### src/rtl/uart_hex_display.sv
// UART glue: decodes received ASCII hex into a shift-in display buffer, echoes every byte,
// and scans a common-anode 7-segment display. Define HEX_DISP_LZ_BLANK_EN for leading-zero blanking.
module uart_hex_display #(
    parameter int NDIG        = 4,
    parameter int REFRESH_DIV = 50000,
    parameter int DBIT        = 8
) (
    input  logic                clk,
    input  logic                rst_n,
    input  logic [DBIT-1:0]     rx_data,
    input  logic                rx_valid,
    output logic                tx_start,
    output logic [DBIT-1:0]     tx_data,
    input  logic                tx_done,
    output logic [6:0]          seg,
    output logic [NDIG-1:0]     an,
    output logic [4*NDIG-1:0]   value,
    output logic                echo_ovf
);

    localparam int IDX_W = (NDIG > 1) ? $clog2(NDIG) : 1;
    localparam int CNT_W = $clog2(REFRESH_DIV);
    localparam logic [NDIG-1:0] AN_RST = ~(NDIG'(1));

    typedef enum logic [1:0] {S_IDLE, S_SEND, S_WAIT} state_t;

    function automatic logic [6:0] glyph(input logic [3:0] n);
        logic [6:0] g;
        g = 7'b1000000;
        case (n)
            4'h0: g = 7'b1000000;
            4'h1: g = 7'b1111001;
            4'h2: g = 7'b0100100;
            4'h3: g = 7'b0110000;
            4'h4: g = 7'b0011001;
            4'h5: g = 7'b0010010;
            4'h6: g = 7'b0000010;
            4'h7: g = 7'b1111000;
            4'h8: g = 7'b0000000;
            4'h9: g = 7'b0010000;
            4'hA: g = 7'b0001000;
            4'hB: g = 7'b0000011;
            4'hC: g = 7'b1000110;
            4'hD: g = 7'b0100001;
            4'hE: g = 7'b0000110;
            4'hF: g = 7'b0001110;
            default: g = 7'b1000000;
        endcase
        return g;
    endfunction

    state_t              r_state;
    state_t              w_state_next;
    logic [DBIT-1:0]     r_tx_data;
    logic                r_echo_ovf;
    logic [4*NDIG-1:0]   r_value;
    logic [CNT_W-1:0]    r_refresh_cnt;
    logic [IDX_W-1:0]    r_digit_idx;
    logic [NDIG-1:0]     r_an;
    logic [6:0]          r_seg;

    logic                w_hex_valid;
    logic                w_clear;
    logic [3:0]          w_rx_nibble;
    logic [3:0]          w_cur_nibble;
    logic [NDIG-1:0]     w_an_next;
    logic                w_blank;

    // NOTE: every signal written in always_comb gets a default first, so no path infers a latch.
    always_comb begin
        w_hex_valid = 1'b0;
        w_clear     = 1'b0;
        w_rx_nibble = 4'h0;
        if (rx_data >= DBIT'(8'h30) && rx_data <= DBIT'(8'h39)) begin
            w_hex_valid = 1'b1;
            w_rx_nibble = rx_data[3:0];
        end else if ((rx_data >= DBIT'(8'h41) && rx_data <= DBIT'(8'h46)) ||
                     (rx_data >= DBIT'(8'h61) && rx_data <= DBIT'(8'h66))) begin
            w_hex_valid = 1'b1;
            w_rx_nibble = rx_data[3:0] + 4'd9;
        end else if (rx_data == DBIT'(8'h0D) || rx_data == DBIT'(8'h1B)) begin
            w_clear = 1'b1;
        end
    end

    // NOTE: sequential state uses non-blocking assignments so all registers update together.
    always_ff @(posedge clk or negedge rst_n) begin
        if (!rst_n) begin
            r_value <= '0;
        end else if (rx_valid) begin
            if (w_hex_valid)
                r_value <= {r_value[4*NDIG-5:0], w_rx_nibble};
            else if (w_clear)
                r_value <= '0;
        end
    end

    always_ff @(posedge clk or negedge rst_n) begin
        if (!rst_n)
            r_state <= S_IDLE;
        else
            r_state <= w_state_next;
    end

    always_comb begin
        w_state_next = r_state;
        case (r_state)
            S_IDLE:  if (rx_valid) w_state_next = S_SEND;
            S_SEND:  w_state_next = S_WAIT;
            S_WAIT:  if (tx_done) w_state_next = S_IDLE;
            default: w_state_next = S_IDLE;
        endcase
    end

    // Bytes arriving while an echo is in flight are still decoded but never echoed.
    always_ff @(posedge clk or negedge rst_n) begin
        if (!rst_n) begin
            r_tx_data  <= '0;
            r_echo_ovf <= 1'b0;
        end else if (rx_valid) begin
            if (r_state == S_IDLE)
                r_tx_data <= rx_data;
            else
                r_echo_ovf <= 1'b1;
        end
    end

    always_ff @(posedge clk or negedge rst_n) begin
        if (!rst_n) begin
            r_refresh_cnt <= '0;
            r_digit_idx   <= '0;
        end else if (r_refresh_cnt == CNT_W'(REFRESH_DIV - 1)) begin
            r_refresh_cnt <= '0;
            r_digit_idx   <= (r_digit_idx == IDX_W'(NDIG - 1)) ? '0 : r_digit_idx + IDX_W'(1);
        end else begin
            r_refresh_cnt <= r_refresh_cnt + CNT_W'(1);
        end
    end

    always_comb begin
        w_cur_nibble = 4'h0;
        w_an_next    = '1;
        for (int i = 0; i < NDIG; i++) begin
            if (IDX_W'(i) == r_digit_idx) begin
                w_cur_nibble = r_value[4*i +: 4];
                w_an_next[i] = 1'b0;
            end
        end
    end

`ifdef HEX_DISP_LZ_BLANK_EN
    // Walk from the top digit down; a digit is blank when it and everything above it are zero.
    always_comb begin
        logic w_upper_zero;
        w_upper_zero = 1'b1;
        w_blank      = 1'b0;
        for (int i = NDIG - 1; i > 0; i--) begin
            w_upper_zero = w_upper_zero & (r_value[4*i +: 4] == 4'h0);
            if (IDX_W'(i) == r_digit_idx)
                w_blank = w_upper_zero;
        end
    end
`else
    assign w_blank = 1'b0;
`endif

    always_ff @(posedge clk or negedge rst_n) begin
        if (!rst_n) begin
            r_an  <= AN_RST;
            r_seg <= 7'b1000000;
        end else begin
            r_an  <= w_an_next;
            r_seg <= w_blank ? 7'b1111111 : glyph(w_cur_nibble);
        end
    end

    assign tx_start = (r_state == S_SEND);
    assign tx_data  = r_tx_data;
    assign echo_ovf = r_echo_ovf;
    assign value    = r_value;
    assign an       = r_an;
    assign seg      = r_seg;

endmodule

### config.mk
export PLATFORM = sky130hd
export DESIGN_NAME = uart_hex_display
export DESIGN_NICKNAME = d
export VERILOG_FILES = /design/src/rtl/uart_hex_display.sv
export SDC_FILE = /design/constraint.sdc
export NUM_CORES = 1
export LEC_CHECK = 0
export BUFFER_PORTS_ARGS = -buffer_cell sky130_fd_sc_hd__buf_2
export CAP_MARGIN = 15
export CORE_MARGIN = 2
export CORE_UTILIZATION = 30
export DETAILED_ROUTE_END_ITERATION = 10
export PLACE_DENSITY_LB_ADDON = 0.05
export SLEW_MARGIN = 20
export SYNTH_ARGS = -nofsm -noshare
export SYNTH_HDL_FRONTEND = slang
export SYNTH_SLANG_ARGS = --single-unit
### constraint.sdc
create_clock -name clk -period 2.6 [get_ports clk]
set_input_delay 0.39 -clock clk [delete_from_list [all_inputs] [get_ports clk]]
set_output_delay 0.39 -clock clk [all_outputs]
set_load 0.03 [all_outputs]
==> results of run 1 <==
==> final cells by class <==
type                       count  share of cell area [%]
sequential                    56                    42.7
multi-input combinational    168                    37.7
timing repair buffer          55                    8.89
tap                          111                    4.22
inverter                      25                    2.85
clock buffer                   6                    2.51
clock inverter                 2                    1.18
==> cell families after synthesis <==
family | Yosys count | synth area share (%)
mux | 17 | 6.65
buf+inv | 33 | 5.21
fa+ha+maj | 14 | 6.29
flops | 56 | 50.5
simple gates | 79 | 16.6
xor+xnor | 14 | 4.40
compound gates | 44 | 10.3
==> worst paths after layout <==
check                      slack, ps  depth (start not counted)             start          endpoint
max                              310                          9    r_digit_idx[1]            seg[3]
min                              200                          2             rst_n         value[11]
max reg2reg                      310                          9    r_digit_idx[1]            seg[3]
min reg2reg                      460                          1  r_refresh_cnt[0]  r_refresh_cnt[0]
max in group asynchronous       1910                          2             rst_n  r_refresh_cnt[7]
min in group clk                 350                          2        rx_data[5]        tx_data[5]
==> power groups by stage <==
stage / clock network (mW) / registers [mW] / logic, mW
finish: 0.610 / 1.15 / 0.924
global route: 0.689 / 1.18 / 1.01
CTS: 0.640 / 1.16 / 0.939
detailed placement: 0 / 1.17 / 0.938
global placement: 0 / 1.17 / 0.939
floorplan: 0 / 1.49 / 0.333
==> synthesized netlist by cell type, types with 2 or more instances <==
library cell / instances / area share [%]
sky130_fd_sc_hd__and2_1: 2 / 0.45
sky130_fd_sc_hd__dfstp_2: 4 / 3.8
sky130_fd_sc_hd__nand3_1: 22 / 4.0
sky130_fd_sc_hd__nand3b_1: 2 / 0.54
sky130_fd_sc_hd__xor2_1: 5 / 1.6
sky130_fd_sc_hd__mux2_2: 12 / 4.9
sky130_fd_sc_hd__o2bb2ai_1: 2 / 0.63
sky130_fd_sc_hd__nor2b_1: 3 / 0.67
sky130_fd_sc_hd__o21ai_0: 20 / 3.6
sky130_fd_sc_hd__buf_2: 2 / 0.36
sky130_fd_sc_hd__a211oi_1: 2 / 0.54
sky130_fd_sc_hd__xnor2_1: 9 / 2.8
sky130_fd_sc_hd__nor2_1: 13 / 1.8
sky130_fd_sc_hd__inv_1: 25 / 3.4
sky130_fd_sc_hd__o21ai_2: 2 / 0.63
sky130_fd_sc_hd__mux2i_1: 5 / 1.8
sky130_fd_sc_hd__a21oi_1: 3 / 0.54
sky130_fd_sc_hd__nand2b_1: 3 / 0.67
sky130_fd_sc_hd__nand2_1: 10 / 1.3
sky130_fd_sc_hd__nand4_1: 4 / 0.90
sky130_fd_sc_hd__a22oi_1: 2 / 0.54
sky130_fd_sc_hd__o22ai_1: 3 / 0.67
sky130_fd_sc_hd__ha_1: 14 / 6.3
sky130_fd_sc_hd__dfrtp_1: 52 / 47
sky130_fd_sc_hd__clkbuf_1: 3 / 0.40
sky130_fd_sc_hd__buf_6: 2 / 0.81
sky130_fd_sc_hd__nor3b_1: 6 / 1.6
==> sequential cells by signal, summed over array words and instances, names as in the netlist <==
register,count
an,4
echo_ovf,1
r_digit_idx,2
r_refresh_cnt,16
r_state,2
seg,7
tx_data,8
value,16
==> stage by stage <==
step | cells | setup slack (ps)
finish | 423 | 308
global route | 423 | 15.7
CTS | 423 | 222
detailed placement | 415 | 251
global placement | 415 | 322
floorplan | 257 | 520
==> per-layer routing <==
layer  track usage (%)  up-vias  share of wire [%]
met2              19.3       39                 46
met3              2.99        4                3.9
met4              3.79        0                1.1
met5                 0        -                  0
met1              16.7      959                 49
li1                  -      998                  -
==> impl_summary.txt, run 1 <==
----------------------------------------------------
[Logic synthesis]
  Proportion of synthesized flip-flops having asynchronous set or reset ... 100%
  Sequential area share after synthesis ... 50.5%
  Synth Register Bits ... 56
  Count of flip-flops with a built-in enable after synthesis ... 0
  Most used flip-flop cell after synthesis ... sky130_fd_sc_hd__dfrtp_1
  Netlist area before placement ... 2790 um^2
  Synthesized instance count ... 257
  Number of unique standard cell types used by synthesis ... 52
  Synthesis Warnings ... 0
  Average cell area after synthesis ... 10.8 um^2
  Synthesized net count ... 283

[Finish]
  Fillcell total ... 946
  Number of antenna cells inserted ... 0
  Post-layout instance area ... 3290 um^2
  Share of the core filled with cells in the final layout ... 36.2%
  Nets ... 337
  Most common cell after layout, fill and taps aside ... sky130_fd_sc_hd__dfrtp_1
  Share of final-layout standard cells stronger than drive strength 1 ... 28.8%
  Top library cells by usage in the layout, fill and taps aside ... sky130_fd_sc_hd__dfrtp_1, sky130_fd_sc_hd__buf_2, sky130_fd_sc_hd__inv_1, sky130_fd_sc_hd__nand3_1, sky130_fd_sc_hd__o21ai_0
  Storage element area ... 1410 um^2
  Area added between synthesis and finish ... 18.2%
  Area of the multi-input gates ... 1240 um^2

[Power]
  Seq pwr share ... 42.9%
  Total internal power ... 1.69 mW
  Leakage power ... 1.53 nW
  Total power after layout ... 2.69 mW
  Clock share of power ... 22.7%
  Net switching power of the design ... 1000 uW
  Maximum ir drop on the vdd rail ... 0.396 mV
  Switch share ... 37.2%
  Power density relative to cell area ... 816 nW/um^2
  Gate power share ... 34.4%

[Place]
  Number of buffers inserted by port buffering ... 48
  Post-DP HPWL ... 4130 um
  Final estimated routing congestion in global placement ... 0.765
  Post-detailed-placement cell area ... 3170 um^2

[Clock tree]
  Count of hold-fix buffers inserted at cts ... 0
  Clk sink count ... 56
  Number of CTS-inserted buffers ... 5
  Worst-skew pair later-pin latency ... 310 ps
  Number of buffers on the longest clock path ... 2
  Cell at the root of the clock tree ... sky130_fd_sc_hd__clkbuf_8
  Post-CTS clock slew at the launch and capture registers of the worst setup and hold paths ... 110 ps
  Count of H-tree levels built during CTS ... 2
  Post-CTS resize count ... 0
  TritonCTS clock tree ... yes
  Setup repair bufs after CTS ... 0

[STA]
  Unrepaired setup endpoints after global routing ... false
  Final hold violation count ... 0
  Final Max Tran Viols ... 0
  Worst rel slew slack ... 52.3%
  Worst Max-Slew Pin Slew ... 716 ps
  Final number of setup-violating endpoints ... 0
  Achievable Freq ... 0.436 GHz
  Post-Route Setup TNS ... 0 ps
  Worst clock skew on the final layout ... 13.2 ps
  Post-route worst hold slack ... 202 ps
  Clock period minus final worst setup slack ... 2290 ps
  Final worst path period share ... 88.2%

[Floorplan]
  Number of core rows ... 35
  Horizontal die dimension ... 100 um
  Die footprint ... 10,100 um^2
  Chip height ... 100 um
  Ports placed on the boundary ... 49
  Initial core utilization ... 30.6%
  Core region area ... 9110 um^2

[Drt]
  Number of design-rule violations left by the first detailed-router iteration ... 63
  Remaining design rule violation count ... 0
  Vias ... 2,000
  First-pass iteration count of the detailed router ... 6
  Antenna violation net count after detailed routing ... 0
  Routed wire length per instance ... 13.6 um
  Total Wirelength ... 5770 um
  Via density ... 4.73

[Setup path]
  Dominant delay contributor by cell family on the critical path ... compound AO/OA/AOI/OAI gates
  Worst Path Class, Setup ... reg2reg
  Critical Path Max Stage Delay ... 430 ps
  Endpoint required time on the critical path ... 2840 ps
  Worst endpoint data arrival time ... 2540 ps
  Type of origin of the critical path ... register
  Critical Path, Cell by Cell ... inv_1, ha_1, o311ai_0, o221ai_2, inv_1, ha_1, inv_1, mux2_2, mux2i_1
  Most frequent cell on the critical path ... sky130_fd_sc_hd__inv_1
  Count of buffer and inverter cells on the critical path ... 3
  Largest driver fanout on the critical path ... 7
  Category of the worst setup path capture point ... register
  Cell with the biggest individual delay on the critical path ... sky130_fd_sc_hd__o311ai_0

[Global route]
  Antenna violations before repair ... 0
  Tot GR Track Use ... 12.2%
  Maximum number of pins on one net before global-route repair ... 57
  Wire length of the first global-routing pass ... 9830 um
  Overflow left after global routing ... 0
  Via count of the first global-routing pass ... 1,955

[Hold path]
  Path category of the worst min-delay check ... in2async

[Job]
  Total of max-cap violations ... 0

[Status]
  Result of the run ... finished clean

----------------------------------------------------
(Power assumes the default switching activity.)
==> run 2: changes to the inputs <==
CTS_CLUSTER_SIZE = 16   (was not set)
clock period = 2.78 ns   (was 2.6 ns; I/O delays follow)
==> run 2 against run 1 <==
Net effect:
- core utilization shrank 0.29 points
- first-iteration DRC count grew 11%
- flip-flop and latch count is the same
- critical endpoint unchanged
==> impl_summary.txt, run 2 (synthesis results as in run 1) <==
----------------------------------------------------
[STA]
  Clock period minus final worst setup slack ... 2340 ps
  Achievable Freq ... 0.427 GHz
  Final hold violation count ... 0
  Worst rel slew slack ... 62.0%
  Final worst path period share ... 84.1%
  Post-route worst hold slack ... 50.5 ps
  Unrepaired setup endpoints after global routing ... false
  Worst clock skew on the final layout ... 17.7 ps
  Final number of setup-violating endpoints ... 0
  Post-Route Setup TNS ... 0 ps
  Setup WS post-layout ... 441 ps
  Final Max Tran Viols ... 0
  Worst Max-Slew Pin Slew ... 570 ps

[Setup path]
  Largest driver fanout on the critical path ... 7
  Category of the worst setup path capture point ... register
  Endpoint required time on the critical path ... 3020 ps
  Reg2reg path depth ... 9
  Worst endpoint data arrival time ... 2580 ps
  Worst Path Class, Setup ... reg2reg
  Setup slack on the worst flop-to-flop path ... 440 ps
  Type of origin of the critical path ... register
  Beginning of the worst register-to-register path ... r_digit_idx[1]
  Capturing point of the worst reg2reg path ... seg[3]

[Power]
  Clock share of power ... 19.8%
  Net switching power of the design ... 934 uW
  Total internal power ... 1.49 mW
  Power density relative to cell area ... 741 nW/um^2
  Seq pwr share ... 44.5%
  Gate power share ... 35.7%
  Leakage power ... 1.52 nW
  Switch share ... 38.6%
  Maximum ir drop on the vdd rail ... 0.280 mV

[Clock tree]
  Worst-skew pair later-pin latency ... 310 ps
  Clk sink count ... 56
  Cell at the root of the clock tree ... sky130_fd_sc_hd__clkbuf_8
  Count of hold-fix buffers inserted at cts ... 0
  Post-CTS clock slew at the launch and capture registers of the worst setup and hold paths ... 110 ps
  Number of buffers on the longest clock path ... 2
  Post-CTS resize count ... 0
  Number of CTS-inserted buffers ... 5
  Setup repair bufs after CTS ... 0
  TritonCTS clock tree ... yes
  Count of H-tree levels built during CTS ... 2

[Floorplan]
  Horizontal die dimension ... 100 um
  Number of core rows ... 35
  Core region area ... 9110 um^2
  Chip height ... 100 um
  Ports placed on the boundary ... 49
  Initial core utilization ... 30.6%
  Die footprint ... 10,100 um^2

[Finish]
  Fillcell total ... 944
  Most common cell after layout, fill and taps aside ... sky130_fd_sc_hd__dfrtp_1
  Top library cells by usage in the layout, fill and taps aside ... sky130_fd_sc_hd__dfrtp_1, sky130_fd_sc_hd__buf_2, sky130_fd_sc_hd__inv_1, sky130_fd_sc_hd__nand3_1, sky130_fd_sc_hd__o21ai_0
  Share of the core filled with cells in the final layout ... 35.9%
  Number of antenna cells inserted ... 0
  Nets ... 338
  Area added between synthesis and finish ... 17.3%
  Share of final-layout standard cells stronger than drive strength 1 ... 28.4%

[Drt]
  Number of design-rule violations left by the first detailed-router iteration ... 70
  Via density ... 4.74
  Remaining design rule violation count ... 0
  Vias ... 2,011
  First-pass iteration count of the detailed router ... 4
  Routed wire length per instance ... 13.7 um
  Total Wirelength ... 5800 um
  Antenna violation net count after detailed routing ... 0

[Place]
  Number of buffers inserted by port buffering ... 48
  Final estimated routing congestion in global placement ... 0.735
  Setup WS pre-CTS ... 392 ps
  Post-DP HPWL ... 4230 um

[Job]
  Total of max-cap violations ... 0

[Global route]
  Tot GR Track Use ... 12.0%
  Antenna violations before repair ... 0
  Wire length of the first global-routing pass ... 9600 um
  Overflow left after global routing ... 0
  Via count of the first global-routing pass ... 1,915
  Maximum number of pins on one net before global-route repair ... 31

[Status]
  Result of the run ... finished clean

[Hold path]
  Path category of the worst min-delay check ... in2async

----------------------------------------------------
## run 2: worst max-delay path by stage
| stage | startpoint | to | cells past startpoint |
|---|---|---|---|
| 4_1_cts | r_digit_idx[1] | seg[3] | 9 |
| 6_report | r_digit_idx[1] | seg[3] | 9 |
| 3_3_place_gp | r_digit_idx[1] | seg[3] | 9 |
| 5_1_grt | r_digit_idx[0] | seg[3] | 10 |
| 3_5_place_dp | r_digit_idx[1] | seg[3] | 9 |
| 2_1_floorplan | r_digit_idx[1] | seg[3] | 9 |
## run 2: power groups by stage
stage               sequential (mW)  combinational, mW  clock [mW]
floorplan                      1.39              0.311           0
global placement               1.10              0.876           0
detailed placement             1.10              0.875           0
CTS                            1.08              0.876       0.513
global route                   1.10              0.931       0.541
finish                         1.08              0.863       0.479
## run 2: stage by stage
| step | instances | instance area (um^2) | power (mW) |
|---|---|---|---|
| after floorplan | 257 | 2790 | 1.70 |
| after global placement | 416 | 3170 | 1.97 |
| after detailed placement | 416 | 3170 | 1.97 |
| after CTS | 424 | 3270 | 2.47 |
| after global routing | 424 | 3270 | 2.57 |
| final | 424 | 3270 | 2.42 |
## run 2: routing by layer
metal / vias up / GRT usage [%] / part of all wire (%)
met5: - / 0 / 0
li1: 1004 / - / -
met1: 957 / 15.9 / 48
met2: 46 / 19.5 / 46
met3: 4 / 2.99 / 5.1
met4: 0 / 3.16 / 0.90
## run 2: critical path: stages, from the launching register on
cell                       delay, ps
sky130_fd_sc_hd__dfrtp_1         390
sky130_fd_sc_hd__inv_1            90
sky130_fd_sc_hd__ha_1            270
sky130_fd_sc_hd__o311ai_0        350
sky130_fd_sc_hd__o221ai_1        360
sky130_fd_sc_hd__inv_1           170
sky130_fd_sc_hd__ha_1            200
sky130_fd_sc_hd__inv_1            80
sky130_fd_sc_hd__mux2_2          260
sky130_fd_sc_hd__mux2i_1         120
## run 2: final cells by class
type / instances / area (um^2) / share of cell area (%)
inverters: 25 / 93.8 / 2.87
clock inverters: 1 / 7.51 / 0.230
multi-input cells: 168 / 1230 / 37.8
well taps: 111 / 139 / 4.25
clock buffers: 7 / 86.3 / 2.64
repair buffers: 56 / 300 / 9.19
flip-flops and latches: 56 / 1410 / 43.0
